## src/rtl/sig_filt_pkg.sv

```systemverilog
// Shared defaults for the multi-channel debounce / period filter.
package sig_filt_pkg;

    localparam int unsigned NCH_DEF      = 2;
    localparam int unsigned CNT_W_DEF    = 16;
    localparam int unsigned PER_W_DEF    = 16;
    localparam int unsigned FAST_SIM_CAP = 511;

endpackage

```

## src/rtl/sig_filt_chan.sv

```systemverilog
// One channel: 3-stage sync, stability-count debounce, edge pulses and period/stop tracking.
module sig_filt_chan
    import sig_filt_pkg::*;
#(
    parameter int unsigned CNT_W = CNT_W_DEF,
    parameter int unsigned PER_W = PER_W_DEF
) (
    input  logic             clk,
    input  logic             rst_n,
    input  logic             sig_in,
    input  logic [CNT_W-1:0] thresh,
    output logic             sig_filt,
    output logic             rise,
    output logic             fall,
    output logic [PER_W-1:0] period,
    output logic             period_vld,
    output logic             stopped
);

    localparam logic [CNT_W-1:0] CntMax = '1;
    localparam logic [PER_W-1:0] PerMax = '1;

    logic             stg1_q, stg2_q, stg3_q;
    logic [CNT_W-1:0] cnt_q, cnt_d;
    logic             filt_q, filt_d;
    logic             rise_q, rise_d, fall_q, fall_d;
    logic [PER_W-1:0] pcnt_q, pcnt_d;
    logic [PER_W-1:0] period_q, period_d;
    logic             vld_q, vld_d;
    logic             stop_q, stop_d;

    always_comb begin
        cnt_d    = (stg2_q != stg3_q) ? '0 : ((cnt_q == CntMax) ? cnt_q : cnt_q + 1'b1);
        filt_d   = (cnt_q >= thresh) ? stg3_q : filt_q;
        rise_d   = filt_d & ~filt_q;
        fall_d   = ~filt_d & filt_q;
        pcnt_d   = rise_d ? '0 : ((pcnt_q == PerMax) ? pcnt_q : pcnt_q + 1'b1);
        period_d = period_q;
        vld_d    = 1'b0;
        stop_d   = stop_q;
        // A rise after a stop has no valid reference edge, so it only re-arms.
        if (rise_d) begin
            if (stop_q) begin
                stop_d = 1'b0;
            end else begin
                period_d = pcnt_q + 1'b1;
                vld_d    = 1'b1;
            end
        end else if (pcnt_d == PerMax) begin
            stop_d   = 1'b1;
            period_d = PerMax;
        end
    end

    always_ff @(posedge clk or negedge rst_n) begin
        if (!rst_n) begin
            stg1_q   <= 1'b0;
            stg2_q   <= 1'b0;
            stg3_q   <= 1'b0;
            cnt_q    <= '0;
            filt_q   <= 1'b0;
            rise_q   <= 1'b0;
            fall_q   <= 1'b0;
            pcnt_q   <= '0;
            period_q <= '0;
            vld_q    <= 1'b0;
            stop_q   <= 1'b1;
        end else begin
            stg1_q   <= sig_in;
            stg2_q   <= stg1_q;
            stg3_q   <= stg2_q;
            cnt_q    <= cnt_d;
            filt_q   <= filt_d;
            rise_q   <= rise_d;
            fall_q   <= fall_d;
            pcnt_q   <= pcnt_d;
            period_q <= period_d;
            vld_q    <= vld_d;
            stop_q   <= stop_d;
        end
    end

    assign sig_filt   = filt_q;
    assign rise       = rise_q;
    assign fall       = fall_q;
    assign period     = period_q;
    assign period_vld = vld_q;
    assign stopped    = stop_q;

endmodule

```

## src/rtl/sig_filt_nch.sv

```systemverilog
// NCH independent debounce channels sharing one (optionally capped) stability threshold.
module sig_filt_nch
    import sig_filt_pkg::*;
#(
    parameter int unsigned NCH      = NCH_DEF,
    parameter int unsigned CNT_W    = CNT_W_DEF,
    parameter int unsigned PER_W    = PER_W_DEF,
    parameter int unsigned FAST_SIM = 0
) (
    input  logic                 clk,
    input  logic                 rst_n,
    input  logic [NCH-1:0]       sig_in,
    input  logic [CNT_W-1:0]     thresh,
    output logic [NCH-1:0]       sig_filt,
    output logic [NCH-1:0]       rise,
    output logic [NCH-1:0]       fall,
    output logic [NCH*PER_W-1:0] period,
    output logic [NCH-1:0]       period_vld,
    output logic [NCH-1:0]       stopped
);

    // Narrow counters can never exceed the cap, so the clamp only exists when it can bite.
    localparam bit CapActive = (FAST_SIM != 0) && (CNT_W > 9);

    logic [CNT_W-1:0] eff_thresh;

    always_comb begin
        eff_thresh = thresh;
        if (CapActive && (thresh > CNT_W'(FAST_SIM_CAP))) begin
            eff_thresh = CNT_W'(FAST_SIM_CAP);
        end
    end

    for (genvar i = 0; i < NCH; i++) begin : g_chan
        sig_filt_chan #(
            .CNT_W (CNT_W),
            .PER_W (PER_W)
        ) u_chan (
            .clk        (clk),
            .rst_n      (rst_n),
            .sig_in     (sig_in[i]),
            .thresh     (eff_thresh),
            .sig_filt   (sig_filt[i]),
            .rise       (rise[i]),
            .fall       (fall[i]),
            .period     (period[i*PER_W +: PER_W]),
            .period_vld (period_vld[i]),
            .stopped    (stopped[i])
        );
    end

endmodule

```

## config.mk

```make
export PLATFORM = sky130hd
export DESIGN_NAME = sig_filt_nch
export DESIGN_NICKNAME = d
export VERILOG_FILES = /design/src/rtl/sig_filt_pkg.sv /design/src/rtl/sig_filt_chan.sv /design/src/rtl/sig_filt_nch.sv
export SDC_FILE = /design/constraint.sdc
export NUM_CORES = 1
export LEC_CHECK = 0
export BUFFER_PORTS_ARGS = -buffer_cell sky130_fd_sc_hd__buf_2
export CAP_MARGIN = 20
export CORE_MARGIN = 2
export CORE_UTILIZATION = 35
export CTS_BUF_LIST = sky130_fd_sc_hd__clkbuf_16
export DETAILED_ROUTE_END_ITERATION = 16
export PLACE_DENSITY = 0.53
export SLEW_MARGIN = 20
export SYNTH_ARGS = -nofsm -noshare
export SYNTH_HDL_FRONTEND = slang
export SYNTH_SLANG_ARGS = --single-unit
```

## constraint.sdc

```tcl
create_clock -name clk -period 3.1 [get_ports clk]
set_input_delay 0.93 -clock clk [delete_from_list [all_inputs] [get_ports clk]]
set_output_delay 0.93 -clock clk [all_outputs]
set_load 0.05 [all_outputs]
```

# Word-level counts from Yosys, hierarchy flattened
# Cells that the tools add are included.
# totals
reg_bits,112
latchBits,0
ramBits,0
rom_bits,0
inputBits,20
out_inout_bits,42
wordCells,76
memories,0
# op_classes
addsub,4
mul,0
div_mod_pow,0
n_lt_le_gt_ge,2
n_eq_ne,12
shifts,0
n_mux,24
bitwise_logic,8
reduce_logical,4
# ops
operator,count
$mux 16,14
$eq 16x16->1 const B,6
$add 16x1->16 const B,4
$ge 16x16->1,2
$mux 1,10
$and 1x1->1,4
$ne 2x1->1 const B,2
$ne 2x2->1 const B,2
$not 1->1,4
$reduce_and 2->1,2
$reduce_bool 2->1,2
$ne 1x1->1,2

# Depth between registers and ports, before layout
# Gate-level depths: netlist (run 1).
# logic_depth
ltp_word,7
depth_mapped,11
ltp_nobuf,9

# Modules after synthesis
# Synthesis (run 1) repeated with hierarchy kept, for this count alone.
# hier_totals
cells_unflattened,666
hier_area_um2,6190.9
# by_module_without_submodules
mod,n_inst,cells_each,area_each_um2,seq_area_each_um2
sig_filt_chan,2,333,3095.5,1402.6

# Worst setup path after synthesis (run 1)
# Ideal clock, no wire load.
# synth_timing
kind,input-to-reg
startpoint,input port thresh[14]
endpoint,register g_chan[0].u_chan.period_q[3]
setup_time_ns,0.120
t_arrival_ns,2.887
required_ns,2.980
slack_ns,0.092
cell_stages,11
n_path_buf,2
path_cell_list,inv_1 -> ha_1 -> nand4_1 -> nor4_1 -> o21ai_1 -> a311oi_2 -> and2_1 -> buf_4 -> buf_4 -> mux2i_1 -> nand2_1
# synth_via
elab_chain_cells,7
elab_cells_between_ends,9
classes_between,1 x order compare; 2 x eq/ne; 3 x mux; 1 x bitwise; 2 x reduce/logical
# synth_rtl
element,line,source
"start, declared",sig_filt_nch.sv:13,"input logic [CNT_W-1:0] thresh,"
$ge 16x16->1 (*),sig_filt_chan.sv:34,filt_d = (cnt_q >= thresh) ? stg3_q : filt_q;
$mux 1 (*),sig_filt_chan.sv:34,
$and 1x1->1 (*),sig_filt_chan.sv:35,rise_d = filt_d & ~filt_q;
$mux 16,sig_filt_chan.sv:37,pcnt_d = rise_d ? '0 : ((pcnt_q == PerMax) ? pcnt_q : pcnt_q + 1'b1);
$eq 16x16->1,sig_filt_chan.sv:49,end else if (pcnt_d == PerMax) begin
$reduce_bool 2->1 (no line),-,
$reduce_and 2->1 (no line),-,
"end signal, assigned",sig_filt_chan.sv:77,period_q <= period_d;
"end, declared",sig_filt_chan.sv:28,"logic [PER_W-1:0] period_q, period_d;"
# Mark *: on every way between the ends. The rest lies on a longest branch, timed or not.
# A chain may end at the register's enable or synchronous reset.

# Worst setup path in the final report (run 1)
# layout_timing
startpoint,input port thresh[13]
endpoint,register g_chan[0].u_chan.period_q[11]
# The elaborated chain is that of the path after synthesis.

==> metrics.md, run 1 <==
| Metric | Value |
|---|---|
| Max Freq | approximately 360 MHz |
| Count leader, synth | dfrtp_1 |
| Post-DP HPWL | between 10,000 and 15,000 um |
| Max-slew violations | 0 |
| Final net count | 741 |
| RSZ-0062 raised after global routing | no |
| Worst min-delay path class | register to register |
| Synth top area cells | dfrtp_1, ha_1, xor2_1 |
| Synth async-reset ratio | 100% |
| Worst path bufs/invs | 3 |
| Predominant post-synthesis flop cell | dfrtp_1 |
| Crit-path slowest cell | mux2_2 |
| N_diodes | 0 |
| Critical path type | input pin to register |
| Post-layout minimum cycle time | 2.75 ns |
| Outcome | finished clean |
| Worst slack at placement | -0.0571 ns |
| Worst reg2reg startpoint | g_chan[0].u_chan.pcnt_q[0] |
| R2r worst-path depth | 9 |
| Clock share of power | slightly below 30% |
| Rows | 48 |
| Top post-synthesis cells by count | dfrtp_1, nor2_1, nand2_1, a21oi_1, ha_1 |
| Reg-to-Reg End | g_chan[0].u_chan.period[0] |
| Final critical-path share of the clock period | between 80% and 90% |
| H-tree levels | 3 |
| CTS buffer count | 9 |
| Share of layout cells above drive strength 1 | 17.0% |
| R2r setup slk | approximately 0.43 ns |
| Combinational Power Share | 19.7% |
| Hold Path Origin | g_chan[0].u_chan.stg1_q |
| Drt first pass iters | 4 |
| Number of synthesized flops with an enable pin | 0 |
| Clk Latency, worst-skew pair | approximately 0.36 ns |
| Post-synthesis sequential area ratio | a little under half |
| Hold slack | 0.350 ns |
| Vias in the first global route | between 4,000 and 5,000 |
| Rel. slew slack | a little under half |
| Critical path endpoint category | register |
| Worst EP arrival | between 3 and 4 ns |
| Final WL | between 10,000 and 15,000 um |
| Area grow syn2layout | 13.9% |
| Syn Nets | roughly 700 |
| Crit path largest cell delay | roughly 0.34 ns |
| Yosys top cell area share | between 40 and 50% |
| CTS sink cnt | about 110 |
| Max Cap Violations | 0 |
| CTS tree | yes |
| Register bit total from synthesis | between 100 and 150 |
| Flop pwr share | approximately 51% |
| Vias after detailed routing | between 4,000 and 5,000 |
| Mapped Avg Cell Area | approximately 10 um2 |
| Crit path max fanout | 17 |
| Kind of start point of the critical path | input pin |
| Synth area leader | dfrtp_1 |
| WL per Instance | around 15 um |
| PnR worst setup slack | around 0.35 ns |
| Hold Crit Depth | 0 |
| Largest net degree at the start of global routing | 54 |
| Die width | 136 um |
| Worst hold endpoint | g_chan[0].u_chan.stg2_q |
| CORE AREA | approximately 17,000 um2 |
| Synth warnings | 0 |
| Total setup violations reported at the end of the flow | 0 |
| Pint | roughly 2.4 mW |
| Pwr per Cell Area | 520 nW/um2 |
| Leak | ~3.3 nW |
| Post-Syn Area | 6140 um2 |
| Delay-heaviest family, CP | simple AND/OR/NAND/NOR gates |
| Io pins | 62 |
| DRC viols | 0 |
| Post-DRT Antenna Nets | 0 |
| Clock root cell | clkbuf_16 |
| CP Data Required Time | between 3 and 4 ns |
| Worst Max-Slew Pin Slew | between 0.7 and 0.8 ns |
| Switching part of the total | approximately 33% |
| First-pass GRT wire length | 23,900 um |
| CTS Hold Bufs | 0 |
| Die Footprint | 18,600 um2 |
| Number of fill cells | ~1,800 |
| Max VDD drop | about 300 uV |
| CTS resizes | 0 |
| Initial core utilization | a little over a third |
| P_sw | 1.19 mW |
| Cell Chain, Critical Path | buf_2 > inv_1 > ha_1 > nand4_1 > nor4_1 > o21ai_1 > a311oi_2 > and2_1 > buf_12 > mux2_2 > nand2_1 |
| Antenna violations before repair | 0 |
| Drt first-iter violations | 350 |
| Vias per cell | 5.06 |
| Routability congestion estimate | between 0.8 and 0.9 |
| Distinct cells, synth | 60 |
| Clock skew | 0.0122 ns |
| # Post-CTS Setup Buffers | 0 |
| Clock Pin Slew Worst Setup and Hold Paths | approximately 0.07 ns |
| Total grt overflow | 0 |
| Hold Vio Cnt, Final | 0 |
| Cells after synthesis | 630 |
| Die height | about 140 um |
| CTS max path bufs | 2 |
| Gr usage total | between 15 and 20% |
| Buffers on Ports | 61 |
-- layout make-up --
type	count	area [um2]	area share, %
sequential	112	2810	40.1
clock inverter	7	38.8	0.555
multi-input combinational	447	3000	42.9
inverter	35	131	1.88
clock buffer	9	225	3.22
timing repair buffer	80	513	7.34
tap	225	282	4.03
-- worst max-delay path by stage --
stage	end	startpoint	slack, ns	cells after the start
final	g_chan[0].u_chan.period[11]	thresh[13]	0.35	11
after global routing	g_chan[1].u_chan.pcnt_q[10]	thresh[0]	0.09	10
after CTS	g_chan[0].u_chan.period[11]	thresh[14]	0.32	11
after detailed placement	g_chan[0].u_chan.period[11]	thresh[14]	-0.06	11
after global placement	g_chan[1].u_chan.fall	thresh[0]	0.008	9
after floorplan	g_chan[0].u_chan.period[3]	thresh[14]	0.09	11
-- stage by stage --
step / instance area (um2) / utilization [%] / std cells / total power, mW / TNS [ns]
after global routing: 6990 / 40.6 / 915 / 3.88 / 0
after detailed placement: 6730 / 39.0 / 899 / 2.58 / -0.411
after CTS: 6990 / 40.6 / 915 / 3.68 / 0
after floorplan: 6140 / - / 630 / 2.36 / 0
after global placement: 6730 / 39.0 / 899 / 2.56 / 0
final: 6990 / 40.6 / 915 / 3.64 / 0
-- power by group through the flow --
stage	Sequential, mW	Combinational, mW	Clock, mW
after CTS	1.83	0.724	1.13
after global placement	1.86	0.700	0
final	1.84	0.716	1.08
after floorplan	1.75	0.609	0
after detailed placement	1.86	0.719	0
after global routing	1.87	0.823	1.19
-- cell families after synthesis --
group                    count (synthesis)  share of synthesized area [%]
AND/OR/NAND/NOR                        235                           19.9
flip-flops                             112                           45.7
buffers and inverters                   71                           5.46
AO/OA/AOI/OAI                          107                           11.4
XOR/XNOR                                55                           7.85
multiplexers                            14                           2.41
adder cells (fa/ha/maj)                 36                           7.34
-- per-layer routing --
| layer | part of all wire (%) | global-route usage, % |
|---|---|---|
| met4 | 1.3 | 4.57 |
| met2 | 47 | 25.3 |
| met5 | 0 | 0 |
| met3 | 3.5 | 2.95 |
| met1 | 49 | 22.7 |
-- cell usage in the layout (no fill, tap or decap), drive strengths merged, types with 2 or more instances in the layout --
cell	n
dfrtp	110
buf	80
nor2	63
nand2	55
a21oi	42
inv	37
ha	36
xor2	28
xnor2	27
nand4	25
nand3	24
and3	17
o211ai	16
o21ai	16
nor3	13
nor4	11
clkbuf	9
mux2i	8
a21o	7
mux2	6
a31oi	5
nor2b	5
nand2b	4
and4	4
or2	3
o21a	3
and2	3
nor3b	3
clkinv	3
o2111ai	2
a31o	2
a211oi	2
clkinvlp	2
dfstp	2
(Power assumes the default switching activity.)
==> run 2: changes to the inputs <==
--- a/config.mk
+++ b/config.mk
@@ -12,6 +12,7 @@
 export CTS_BUF_LIST = sky130_fd_sc_hd__clkbuf_16
 export DETAILED_ROUTE_END_ITERATION = 16
 export PLACE_DENSITY = 0.53
+export REMOVE_ABC_BUFFERS = 1
 export SLEW_MARGIN = 20
 export SYNTH_ARGS = -nofsm -noshare
 export SYNTH_HDL_FRONTEND = slang
==> metrics.md, run 2 (synthesis gave the netlist of run 1 again) <==
| Metric | Value |
|---|---|
| Outcome | finished clean |
| CTS buffer count | 9 |
| H-tree levels | 3 |
| Fin cells | around 930 |
| Gr usage total | 16.2% |
| CORE AREA | between 15,000 and 20,000 um2 |
| Initial core utilization | a little over a third |
| Commonest non-fill, non-tap cell in the layout | dfrtp_1 |
| Worst hold endpoint | g_chan[1].u_chan.stg2_q |
| Final Util | 41.4% |
| Share of layout cells above drive strength 1 | roughly a fifth |
| Max Cap Violations | 0 |
| DRC viols | 0 |
| Hold Crit Depth | 0 |
| Largest net degree at the start of global routing | 43 |
| R2r worst-path depth | 10 |
| Clock Pin Slew Worst Setup and Hold Paths | roughly 0.07 ns |
| Placed insts | about 900 |
| Number of fill cells | between 1,500 and 2,000 |
| Most used cell, CP | buf_4 |
| Worst EP arrival | around 3.2 ns |
| Drt first-iter violations | around 420 |
| Total setup violations reported at the end of the flow | 0 |
| Worst min-delay path class | register to register |
| Io pins | a little over 60 |
| Critical path endpoint category | register |
| Crit-path slowest cell | nor4_1 |
| Vias after detailed routing | around 4,800 |
| Combinational Power Share | between 10% and 20% |
| Clock root cell | clkbuf_16 |
| Clk Latency, worst-skew pair | between 0.3 and 0.4 ns |
| Die Footprint | approximately 19,000 um2 |
| Rel. slew slack | 61.4% |
| Hold Path Origin | g_chan[1].u_chan.stg1_q |
| Total grt overflow | 0 |
| Max VDD drop | 278 uV |
| CTS Hold Bufs | 0 |
| Switching part of the total | 32.4% |
| Die width | approximately 140 um |
| P_sw | approximately 1.2 mW |
| Final WL | about 14,000 um |
| Rows | 48 |
| Leak | 3.39 nW |
| CTS sink cnt | roughly 110 |
| Commonest cells after routing, fill and taps aside | dfrtp_1, nor2_1, buf_2 |
| Final critical-path share of the clock period | between 90% and 100% |
| N_diodes | 0 |
| CTS max path bufs | 2 |
| CTS resizes | 0 |
| # Post-CTS Setup Buffers | 0 |
| Total negative slack | 0 ns |
| Crit path largest cell delay | around 0.36 ns |
| CP Data Required Time | 3.39 ns |
| Routability congestion estimate | 0.885 |
| Flop pwr share | around 50% |
| Reg-to-Reg End | g_chan[0].u_chan.period[10] |
| Final net count | roughly 760 |
| Crit path max fanout | 6 |
| Die height | 136 um |
| Kind of start point of the critical path | input pin |
| Delay-heaviest family, CP | simple AND/OR/NAND/NOR gates |
| RSZ-0062 raised after global routing | no |
| GRT Max-Usage Layer | met2 |
| First-pass GRT wire length | between 20,000 and 25,000 um |
| Max Freq | around 350 MHz |
| Post-layout minimum cycle time | around 2.9 ns |
| Critical path type | input pin to register |
| Clock share of power | 29.6% |
| Buffers on Ports | slightly above 60 |
| Hold Vio Cnt, Final | 0 |
| WL per Instance | 14.9 um |
| Vias per cell | around 5.1 |
| Area grow syn2layout | 16.2% |
| GRT met3 Usage | 3.62% |
| Max-slew violations | 0 |
| R2r setup slk | 0.47 ns |
| Antenna violations before repair | 0 |
| GR Layer Usage met1 | ~22% |
| Vias in the first global route | about 4,800 |
| Cell Chain, Critical Path | buf_2 > inv_1 > ha_1 > nand4_1 > nor4_1 > o21ai_1 > a311oi_2 > buf_4 > and2_1 > buf_4 > mux2_2 > nand2_1 |
| Pwr per Cell Area | 509 nW/um2 |
| Clock skew | roughly 0.0087 ns |
| Drt first pass iters | 4 |
| Worst path bufs/invs | 4 |
| Pint | ~2.5 mW |
| Worst reg2reg startpoint | g_chan[0].u_chan.cnt_q[11] |
| Worst Max-Slew Pin Slew | around 0.58 ns |
| Post-DP HPWL | approximately 10,000 um |
| Post-DRT Antenna Nets | 0 |
| GR Util met2 | about a quarter |
| CTS tree | yes |
## run 2: final cells by class
cell class,count,area (um2),area share (%)
timing repair buffer,97,653,9.16
tap,225,282,3.95
sequential,112,2810,39.3
multi-input combinational,447,3000,42.0
inverter,35,131,1.84
clock inverter,7,38.8,0.544
clock buffer,9,225,3.16
## run 2: per-layer routing
layer,routed length [um],part of all wire (%)
met4,94,0.68
met3,562,4.1
met5,0,0
met2,6540,47
met1,6650,48
## run 2: worst max path at each step
stage	start	endpoint	slack, ns	depth (start not counted)
detailed placement	thresh[15]	g_chan[0].u_chan.period[10]	-0.16	12
floorplan	thresh[14]	g_chan[0].u_chan.period[10]	-0.68	9
global placement	thresh[11]	g_chan[0].u_chan.period[15]	-0.08	12
global route	thresh[0]	g_chan[1].u_chan.period[5]	0.02	11
finish	thresh[15]	g_chan[0].u_chan.period[10]	0.22	12
CTS	thresh[15]	g_chan[0].u_chan.period[10]	0.21	12
## run 2: stage by stage
| step | area [um2] | hold slack, ns | setup WS, ns | total power, mW |
|---|---|---|---|---|
| 4_1_cts | 7130 | 0.352 | 0.206 | 3.68 |
| 2_1_floorplan | 5930 | 0.331 | -0.682 | 2.32 |
| 5_1_grt | 7130 | 0.364 | 0.0160 | 3.85 |
| 3_3_place_gp | 6860 | 0.339 | -0.0772 | 2.55 |
| 6_report | 7130 | 0.350 | 0.217 | 3.63 |
| 3_5_place_dp | 6870 | 0.335 | -0.159 | 2.58 |
## run 2: power groups by stage
stage	logic, mW	clock network (mW)	registers (mW)
5_1_grt	0.806	1.17	1.87
2_1_floorplan	0.506	0	1.81
4_1_cts	0.719	1.12	1.84
3_3_place_gp	0.696	0	1.86
6_report	0.715	1.07	1.84
3_5_place_dp	0.720	0	1.86
